$ cat src/rtl/prn_cdr_pkg.sv
// rtl/prn_cdr_pkg.sv - shared PRBS7 constants and shift-direction encoding for the PRN CDR
//
// Purpose:
//   Common definitions used by the PRN early/late detector, the transmit PRN
//   source and the tapped delay-line controller.
//   - PRBS7 polynomial x^7 + x^6 + 1, expressed as state-bit tap indices.
//   - shift_dir_e: tap-move command encoding shared with the delay-line controller.
//   - prbs7_step: one Fibonacci step of the PRBS7 register.

package prn_cdr_pkg;

  localparam int PRBS7_LEN = 7;

  // State bit 6 carries the x^7 term and is the output bit. State bit 5
  // carries the x^6 term.
  localparam int PRBS7_TAP_HI = 6;
  localparam int PRBS7_TAP_LO = 5;

  // HOLD: leave the tap alone. DEC: tap index -1 (less delay). INC: tap index +1.
  typedef enum logic [1:0] {
    HOLD = 2'd0,
    DEC  = 2'd1,
    INC  = 2'd2
  } shift_dir_e;

  // The register shifts toward the MSB. The feedback bit enters at bit 0, so
  // the bit leaving bit 6 is the oldest bit of the sequence.
  function automatic logic [PRBS7_LEN-1:0] prbs7_step(input logic [PRBS7_LEN-1:0] s);
    return {s[PRBS7_LEN-2:0], s[PRBS7_TAP_HI] ^ s[PRBS7_TAP_LO]};
  endfunction

endpackage

$ cat src/rtl/prn_lfsr.sv
// rtl/prn_lfsr.sv - enable-gated Fibonacci PRBS7 generator with 1-bit output
//
// Purpose:
//   Local PRBS7 reference. It advances one step on every enabled cycle and
//   holds otherwise. It loads SEED on reset. SEED must be non-zero, otherwise
//   the register stays at all zeros.
//   The same module is used by the transmit PRN source.
//
// Ports:
//   clk  in   1  clock, posedge
//   rst  in   1  synchronous active-high reset, loads SEED
//   en   in   1  step enable
//   prn  out  1  current sequence bit (state MSB)

module prn_lfsr
  import prn_cdr_pkg::*;
#(
  parameter logic [PRBS7_LEN-1:0] SEED = 7'h7F
) (
  input  logic clk,
  input  logic rst,
  input  logic en,
  output logic prn
);

  logic [PRBS7_LEN-1:0] lfsr_q;
  logic [PRBS7_LEN-1:0] lfsr_d;

  always_comb begin
    lfsr_d = lfsr_q;
    if (en) begin
      lfsr_d = prbs7_step(lfsr_q);
    end
  end

  always_ff @(posedge clk) begin
    if (rst) begin
      lfsr_q <= SEED;
    end else begin
      lfsr_q <= lfsr_d;
    end
  end

  assign prn = lfsr_q[PRBS7_LEN-1];

endmodule

$ cat src/rtl/prn_early_late_detector.sv
// rtl/prn_early_late_detector.sv - PRBS7 early/late phase detector driving delay-line tap moves
//
// Purpose:
//   Correlates the recovered bit stream with three phases of a local PRBS7
//   reference: early e = p[n], prompt m = p[n-1] and late l = p[n-2].
//   Matches are counted over WINDOW enabled samples. At the end of each window
//   the detector issues at most one single-cycle tap-move pulse. It also
//   updates the lock flag and the prompt correlation count.
//
// Ports:
//   clk          in   1      clock, posedge
//   rst          in   1      synchronous active-high reset, has priority over en
//   en           in   1      sample enable. When low, the LFSR, counters and window hold.
//   rx_data      in   1      recovered bit fed back from the delay-line output
//   shift_right  out  1      one-cycle pulse, tap index -1 (rx lags the reference)
//   shift_left   out  1      one-cycle pulse, tap index +1 (rx leads the reference)
//   locked       out  1      prompt_cnt >= LOCK_MIN in the last completed window
//   corr_prompt  out  CNT_W  prompt match count of the last completed window

module prn_early_late_detector
  import prn_cdr_pkg::*;
#(
  parameter int                   WINDOW   = 64,
  parameter int                   THRESH   = 8,
  parameter int                   LOCK_MIN = 56,
  parameter logic [PRBS7_LEN-1:0] SEED     = 7'h7F,
  localparam int                  CNT_W    = $clog2(WINDOW + 1)
) (
  input  logic             clk,
  input  logic             rst,
  input  logic             en,
  input  logic             rx_data,
  output logic             shift_right,
  output logic             shift_left,
  output logic             locked,
  output logic [CNT_W-1:0] corr_prompt
);

  // The difference is signed and one bit wider than the counters, so it holds
  // every value from -WINDOW to +WINDOW.
  localparam logic signed [CNT_W:0] THRESH_POS = (CNT_W + 1)'(THRESH);
  localparam logic signed [CNT_W:0] THRESH_NEG = -THRESH_POS;
  localparam logic [CNT_W-1:0]      LAST_IDX   = CNT_W'(WINDOW - 1);
  localparam logic [CNT_W-1:0]      LOCK_LVL   = CNT_W'(LOCK_MIN);

  logic prn;

  prn_lfsr #(
    .SEED (SEED)
  ) u_lfsr (
    .clk (clk),
    .rst (rst),
    .en  (en),
    .prn (prn)
  );

  // hist_q[0] is the prompt reference p[n-1]. hist_q[1] is the late reference p[n-2].
  logic [1:0]       hist_q,   hist_d;
  logic [CNT_W-1:0] early_q,  early_d;
  logic [CNT_W-1:0] prompt_q, prompt_d;
  logic [CNT_W-1:0] late_q,   late_d;
  logic [CNT_W-1:0] win_q,    win_d;
  shift_dir_e       shift_q,  shift_d;
  logic             locked_q, locked_d;
  logic [CNT_W-1:0] corr_q,   corr_d;

  logic             ref_early;
  logic             ref_prompt;
  logic             ref_late;
  logic [CNT_W-1:0] early_sum;
  logic [CNT_W-1:0] prompt_sum;
  logic [CNT_W-1:0] late_sum;
  logic signed [CNT_W:0] diff;

  assign ref_early  = prn;
  assign ref_prompt = hist_q[0];
  assign ref_late   = hist_q[1];

  // These are the counts that include the current sample. The dump decision
  // uses them, so the last sample of a window is counted.
  assign early_sum  = early_q  + {{(CNT_W-1){1'b0}}, rx_data == ref_early};
  assign prompt_sum = prompt_q + {{(CNT_W-1){1'b0}}, rx_data == ref_prompt};
  assign late_sum   = late_q   + {{(CNT_W-1){1'b0}}, rx_data == ref_late};
  assign diff       = $signed({1'b0, late_sum}) - $signed({1'b0, early_sum});

  always_comb begin
    hist_d   = hist_q;
    early_d  = early_q;
    prompt_d = prompt_q;
    late_d   = late_q;
    win_d    = win_q;
    shift_d  = HOLD;       // a pulse lasts one cycle, whatever en does next
    locked_d = locked_q;
    corr_d   = corr_q;

    if (en) begin
      hist_d = {hist_q[0], prn};
      if (win_q == LAST_IDX) begin
        // Dump. Decide the tap move, publish the lock status, then start a
        // fresh window on the next sample.
        if (diff > THRESH_POS) begin
          shift_d = DEC;
        end else if (diff < THRESH_NEG) begin
          shift_d = INC;
        end
        locked_d = (prompt_sum >= LOCK_LVL);
        corr_d   = prompt_sum;
        early_d  = '0;
        prompt_d = '0;
        late_d   = '0;
        win_d    = '0;
      end else begin
        early_d  = early_sum;
        prompt_d = prompt_sum;
        late_d   = late_sum;
        win_d    = win_q + 1'b1;
      end
    end
  end

  always_ff @(posedge clk) begin
    if (rst) begin
      hist_q   <= '0;
      early_q  <= '0;
      prompt_q <= '0;
      late_q   <= '0;
      win_q    <= '0;
      shift_q  <= HOLD;
      locked_q <= 1'b0;
      corr_q   <= '0;
    end else begin
      hist_q   <= hist_d;
      early_q  <= early_d;
      prompt_q <= prompt_d;
      late_q   <= late_d;
      win_q    <= win_d;
      shift_q  <= shift_d;
      locked_q <= locked_d;
      corr_q   <= corr_d;
    end
  end

  // A single encoded register drives both pulses, so they can never be high together.
  assign shift_right = (shift_q == DEC);
  assign shift_left  = (shift_q == INC);
  assign locked      = locked_q;
  assign corr_prompt = corr_q;

endmodule
$ cat config.mk
export PLATFORM = sky130hd
export DESIGN_NAME = prn_early_late_detector
export DESIGN_NICKNAME = d
export VERILOG_FILES = /design/src/rtl/prn_cdr_pkg.sv /design/src/rtl/prn_lfsr.sv /design/src/rtl/prn_early_late_detector.sv
export SDC_FILE = /design/constraint.sdc
export NUM_CORES = 1
export LEC_CHECK = 0
export CORE_MARGIN = 1
export CORE_UTILIZATION = 60
export CTS_BUF_LIST = sky130_fd_sc_hd__clkbuf_8
export CTS_CLUSTER_DIAMETER = 120
export DETAILED_ROUTE_END_ITERATION = 10
export PLACE_DENSITY = 0.8
export SLEW_MARGIN = 5
export SYNTH_ARGS = -nofsm -noshare
export SYNTH_HDL_FRONTEND = slang
export SYNTH_SLANG_ARGS = --single-unit
$ cat constraint.sdc
create_clock -name clk -period 9.4 [get_ports clk]
set_input_delay 1.41 -clock clk [delete_from_list [all_inputs] [get_ports clk]]
set_output_delay 1.41 -clock clk [all_outputs]
set_load 0.03 [all_outputs]
* Yosys cells after proc, flatten, opt, wreduce, memory -nomap -nowiden
Index checks and enable logic that the tools add are counted.
Storage, ports and cells: flip-flop bits (word level) 47, bits in latches 0, memory bits (writable) 0, memory bits (read-only) 0, input port bits 4, output and inout bits 10, memories kept 0
Cells by class: $add $sub $neg 5, multipliers 0, divide/modulo/power cells 0, $lt $le $gt $ge 3, equality and inequality tests 6, shift-type cells 0, mux-type cells 6, bitwise operators 3, reductions and logical operators 3
Operators by type and width (count):
- 2-to-1 mux 7 bit | 4
- adder 7 x 1 -> 7 bit | 3
- greater-than comparator 8 x 5 -> 1 bit, second input constant | 1
- < comparator 8 x 4 -> 1 bit, second input constant | 1
- subtractor 7 x 7 -> 8 bit | 1
- adder 7 x 1 -> 7 bit, second input constant | 1
- == test 7 x 6 -> 1 bit, second input constant | 1
- greater-or-equal comparator 7 x 6 -> 1 bit, second input constant | 1
- OR reduction 4 bit | 1
- == test 1 bit | 3
- OR reduction 3 bit | 1
- == test 2 x 1 -> 1 bit, second input constant | 1
- == test 2 bit, second input constant | 1
- 2-to-1 mux 2 bit | 1
- inverter 1 bit | 2
- AND reduction 2 bit | 1
- 2-to-1 mux 1 bit | 1
- bitwise XOR 1 bit | 1

* Longest topological paths before layout
depth after elaboration 6, mapped depth 13, gate-level depth less buffers 13

* By module
Synthesis repeated with hierarchy kept, for this count alone.
Unflattened totals: cell total of the unflattened synthesis 277, area, all modules 2382.3 um2
By module, submodules not included:
- prn_early_late_detector | times used 1, cells an instance 253, area each 2124.5 um2, sequential area each 800.8 um2
- prn_lfsr | times used 1, cells an instance 24, area each 257.7 um2, sequential area each 140.1 um2

* Worst setup path before layout
No wires, ideal clock.
kind input port to flip-flop, start input port rx_data, end register shift_q[0], data arrival time 3947 ps, data required time 9278 ps, setup slack 5332 ps, stages on the path 12, buffers on the path 1, cells stage by stage xnor2_1 ha_1 ha_1 inv_1 fa_1 maj3_2 a21o_1 buf_6 maj3_2 a21oi_2 xnor2_1 o311a_1
On the way: longest elaborated chain between the ends 5, elaborated cells between the ends (all ways) 7, those cells by class add/sub (3); order compare (1); eq/ne (2); mux (1)
RTL lines:
- start: declaration | RTL line prn_early_late_detector.sv:32 | input logic rx_data,
- == test 1 bit (on tied branches) | RTL line prn_early_late_detector.sv:83, prn_early_late_detector.sv:81
- adder 7 x 1 -> 7 bit (on tied branches) | RTL line prn_early_late_detector.sv:83, prn_early_late_detector.sv:81
- subtractor 7 x 7 -> 8 bit (*) | RTL line prn_early_late_detector.sv:84 | assign diff = $signed({1'b0, late_sum}) - $signed({1'b0, early_sum});
- greater-than comparator 8 x 5 -> 1 bit (*) | RTL line prn_early_late_detector.sv:101 | if (diff > THRESH_POS) begin
- 2-to-1 mux 1 bit (*) | RTL line prn_early_late_detector.sv:101
- end signal: assignment | RTL line prn_early_late_detector.sv:137 | shift_q <= shift_d;
- end: declaration | RTL line prn_early_late_detector.sv:63 | shift_dir_e shift_q, shift_d;
Every way passes the cells marked *; elsewhere a longest branch is shown, timed or not. A chain may end at the register's enable or synchronous reset.

* Worst setup path in the final report
Same ends and word-level chain as after synthesis.

==> flow_summary_export.csv <==
group,metric,value,unit
status,outcome,"completed",
worst_hold_path,min-delay-path-class,"reg -> reg",
detailed_routing,drt_first_pass_iters,4,
power,pwr-share-seq,0.505,
clock_network,post-cts-setup-buffer-count,0,
global_route,first_pass_grt_wire_length,7580,µm
clock_network,cts_max_path_buffers,2,
synthesis,syn-num-nets,315,
timing,final.setup_skew,6.58,ps
global_route,initial_antenna_violation_count,0,
synthesis,synth.top_cells.by_count,"47 x dfxtp_1, 46 x nor2_1, 20 x nor2b_1",
clock_network,ctsRootBufferMaster,"clkbuf_8",
detailed_routing,detail_route.wirelength,4710,µm
clock_network,deepest_level_of_the_cts_h_tree,2,
final_layout,final_core_util,0.692,
clock_network,clk_transition_reported_paths,80,ps
clock_network,post_cts_resized,0,
timing,final-hold-violation-count,0,
detailed_routing,detail_route.vias_per_cell,5.68,
setup_path,critPathRequiredTime,9590,ps
clock_network,insertion_delay,300,ps
synthesis,synth_largest_type_area_fraction,0.372,
clock_network,cts_tree,"done",
die,placement_row_count,23,
clock_network,cts_hold_repair.buffers,0,
detailed_routing,wire_per_inst,13.2,µm
die,floorplan.die.height,66.9,µm
synthesis,synth_largest_area_cell,"dfxtp_1",
synthesis,post_synth_edffs,0,
global_route,globalRouteOverflowTotal,0,
timing,final_max_slew_viol_count,0,
power,worst_ir_drop_vdd,0.103,mV
final_layout,layout-area-overhead-vs-synth,10.2,%
synthesis,synthesized_netlist_cell_count,297,
synthesis,synth-async-reset-ratio,0,
global_route,grt_start_max_net_pins,52,
timing,slew_headroom,0.344,
synthesis,syn_avg_cell_area,8.51,µm²
synthesis,post-synth-top-count-cell,"dfxtp_1",
synthesis,synth.lib_cells_used.distinct,43,
setup_path,critical_path_arrival,4730,ps
timing,hold_slack,462,ps
setup_path,worstPathCellList,"clkdlybuf4s50_1 > xnor2_1 > ha_1 > and3_2 > nand3_1 > xor2_1 > ha_1 > inv_1 > a221o_1 > a211oi_1 > and3_2 > o21ai_0 > o311a_1",
die,core-area,4030,µm²
placed_design,io_buffer_count,13,
die,floorplan.initialDensity,0.628,
timing,rsz0062_at_grt,"no",
global_route,number_of_global_route_vias_before_repair,1754,
clock_network,cts.sink_count,47,
die,fp.dieArea,4480,µm²
placed_design,place_hpwl,3210,µm
setup_path,timing.critical_path.max_delay_family,"compound AO/OA/AOI/OAI gates",
setup_path,endpoint_kind,"flip-flop",
final_layout,drive_gt1_frac,0.0588,
detailed_routing,initialDrtViolationCount,108,
synthesis,synthFlopType,"dfxtp_1",
synthesis,synth.ff_latch_count,47,
global_route,grtUsageTotal,0.225,
synthesis,mappedNetlistArea,2530,µm²
synthesis,yosysWarningCount,0,
run,maxCapViolCount,0,
power,power.density,148,nW/µm²
timing,report.final.setup_viol,0,
setup_path,critPathMaxFanout,7,
timing,totalNegativeSetupSlack,0,ps
die,num_io_pins,14,
power,p_int,0.311,mW
timing,tightestPinTransition,977,ps
power,cellLeakagePower,1.08,nW
detailed_routing,number_of_nets_with_antenna_violations_after_detailed_routing,0,
timing,max_freq,220,MHz
timing,post-route-period-util,0.483,
clock_network,cts_inserted_buffers,5,
power,switching_share,0.247,
power,power.switching,0.102,mW
synthesis,synth-seq-area-share,0.372,
detailed_routing,via_count,2021,
power,clockPowerShare,0.340,
setup_path,crit_path_max_incr_delay,560,ps
synthesis,main_area_contributors_after_synthesis,"dfxtp_1 37%, nor2_1 6.8%, ha_1 6.4%, xnor2_1 5.2%, nor2b_1 4.9%",
setup_path,setup.worst_path.start_class,"input port",
setup_path,crit_buf_inv,2,
setup_path,critPathSlowestCell,"clkdlybuf4s50_1",
final_layout,final_net_count,324,
detailed_routing,drt_drc_violations_left,0,
setup_path,timing_worst_setup_path_type,"in -> reg",
die,die_x,66.9,µm
power,comb_power_share,0.156,
placed_design,gp_congestion,0.792,
final_layout,antenna-diode-count,0,
timing,final_period_minus_worst_setup_slack,4540,ps
-- path summary, 6_finish.rpt --
kind                            cells past startpoint        startpoint                to  slack, ps
worst min register to register                      1  u_lfsr.lfsr_q[1]  u_lfsr.lfsr_q[2]        460
worst max register to register                     12  u_lfsr.lfsr_q[6]        shift_q[0]       6150
worst min-delay path                                1  u_lfsr.lfsr_q[1]  u_lfsr.lfsr_q[2]        460
worst max-delay path                               13           rx_data        shift_q[0]       4860
-- flip-flops by register name (all words and copies together), names as in the netlist --
signal         count
corr_prompt        7
early_q            7
late_q             7
prompt_q           7
u_lfsr.lfsr_q      7
win_q              7
hist_q             2
shift_q            2
locked             1
-- per-stage QoR --
stage	setup WS [ps]	cells	instance area, µm²	power (mW)
finish	4860	356	2790	0.413
global route	4530	356	2790	0.433
CTS	4860	356	2790	0.416
detailed placement	4550	349	2680	0.277
global placement	4680	349	2680	0.275
floorplan	5330	297	2530	0.266
-- cell families (layout without fill, tap and decap cells) --
| logic type | count (synthesis) | count (layout) | share of synthesized area |
|---|---|---|---|
| buffers and inverters | 20 | 29 | 0.0327 |
| muxes | 12 | 12 | 0.0475 |
| AOI/OAI and AO/OA | 53 | 53 | 0.141 |
| adders and majority gates | 16 | 16 | 0.0811 |
| and+or+nand+nor | 123 | 123 | 0.236 |
| xor gates and xnor gates | 26 | 26 | 0.0901 |
| DFF | 47 | 47 | 0.372 |
-- per-layer routing --
layer	global-route usage	up-vias	wire length, µm
met3	0.0531	10	133
met2	0.384	27	2270
met5	0	-	0
met1	0.270	944	2240
li1	-	1040	-
met4	0.0851	0	65
-- layout make-up --
cell class / instances / area [µm²]
well taps: 50 / 62.6
multi-input cells: 230 / 1510
repair buffers: 16 / 153
fillers: 343 / 1240
inverters: 6 / 22.5
clock buffers: 5 / 68.8
clock inverters: 2 / 33.8
flip-flops and latches: 47 / 941
-- cell usage in the layout, fill, tap and decap left out, types with 8 or more instances in the layout --
| cell | instances |
|---|---|
| dfxtp_1 | 47 |
| nor2_1 | 46 |
| nor2b_1 | 20 |
| a21oi_1 | 18 |
| xnor2_1 | 15 |
| nand3_1 | 15 |
| nand2_1 | 15 |
| ha_1 | 13 |
| clkdlybuf4s50_1 | 13 |
| mux2i_1 | 12 |
| xor2_1 | 11 |
| nand2b_1 | 8 |
-- power by group through the flow --
stage | clock [mW] | combinational, mW | sequential (mW)
after floorplan | 0 | 0.0540 | 0.212
after global placement | 0 | 0.0620 | 0.213
after detailed placement | 0 | 0.0637 | 0.213
after CTS | 0.144 | 0.0642 | 0.208
after global routing | 0.151 | 0.0722 | 0.209
final | 0.140 | 0.0643 | 0.208
No activity file was read; power rests on OpenSTA's default activity.
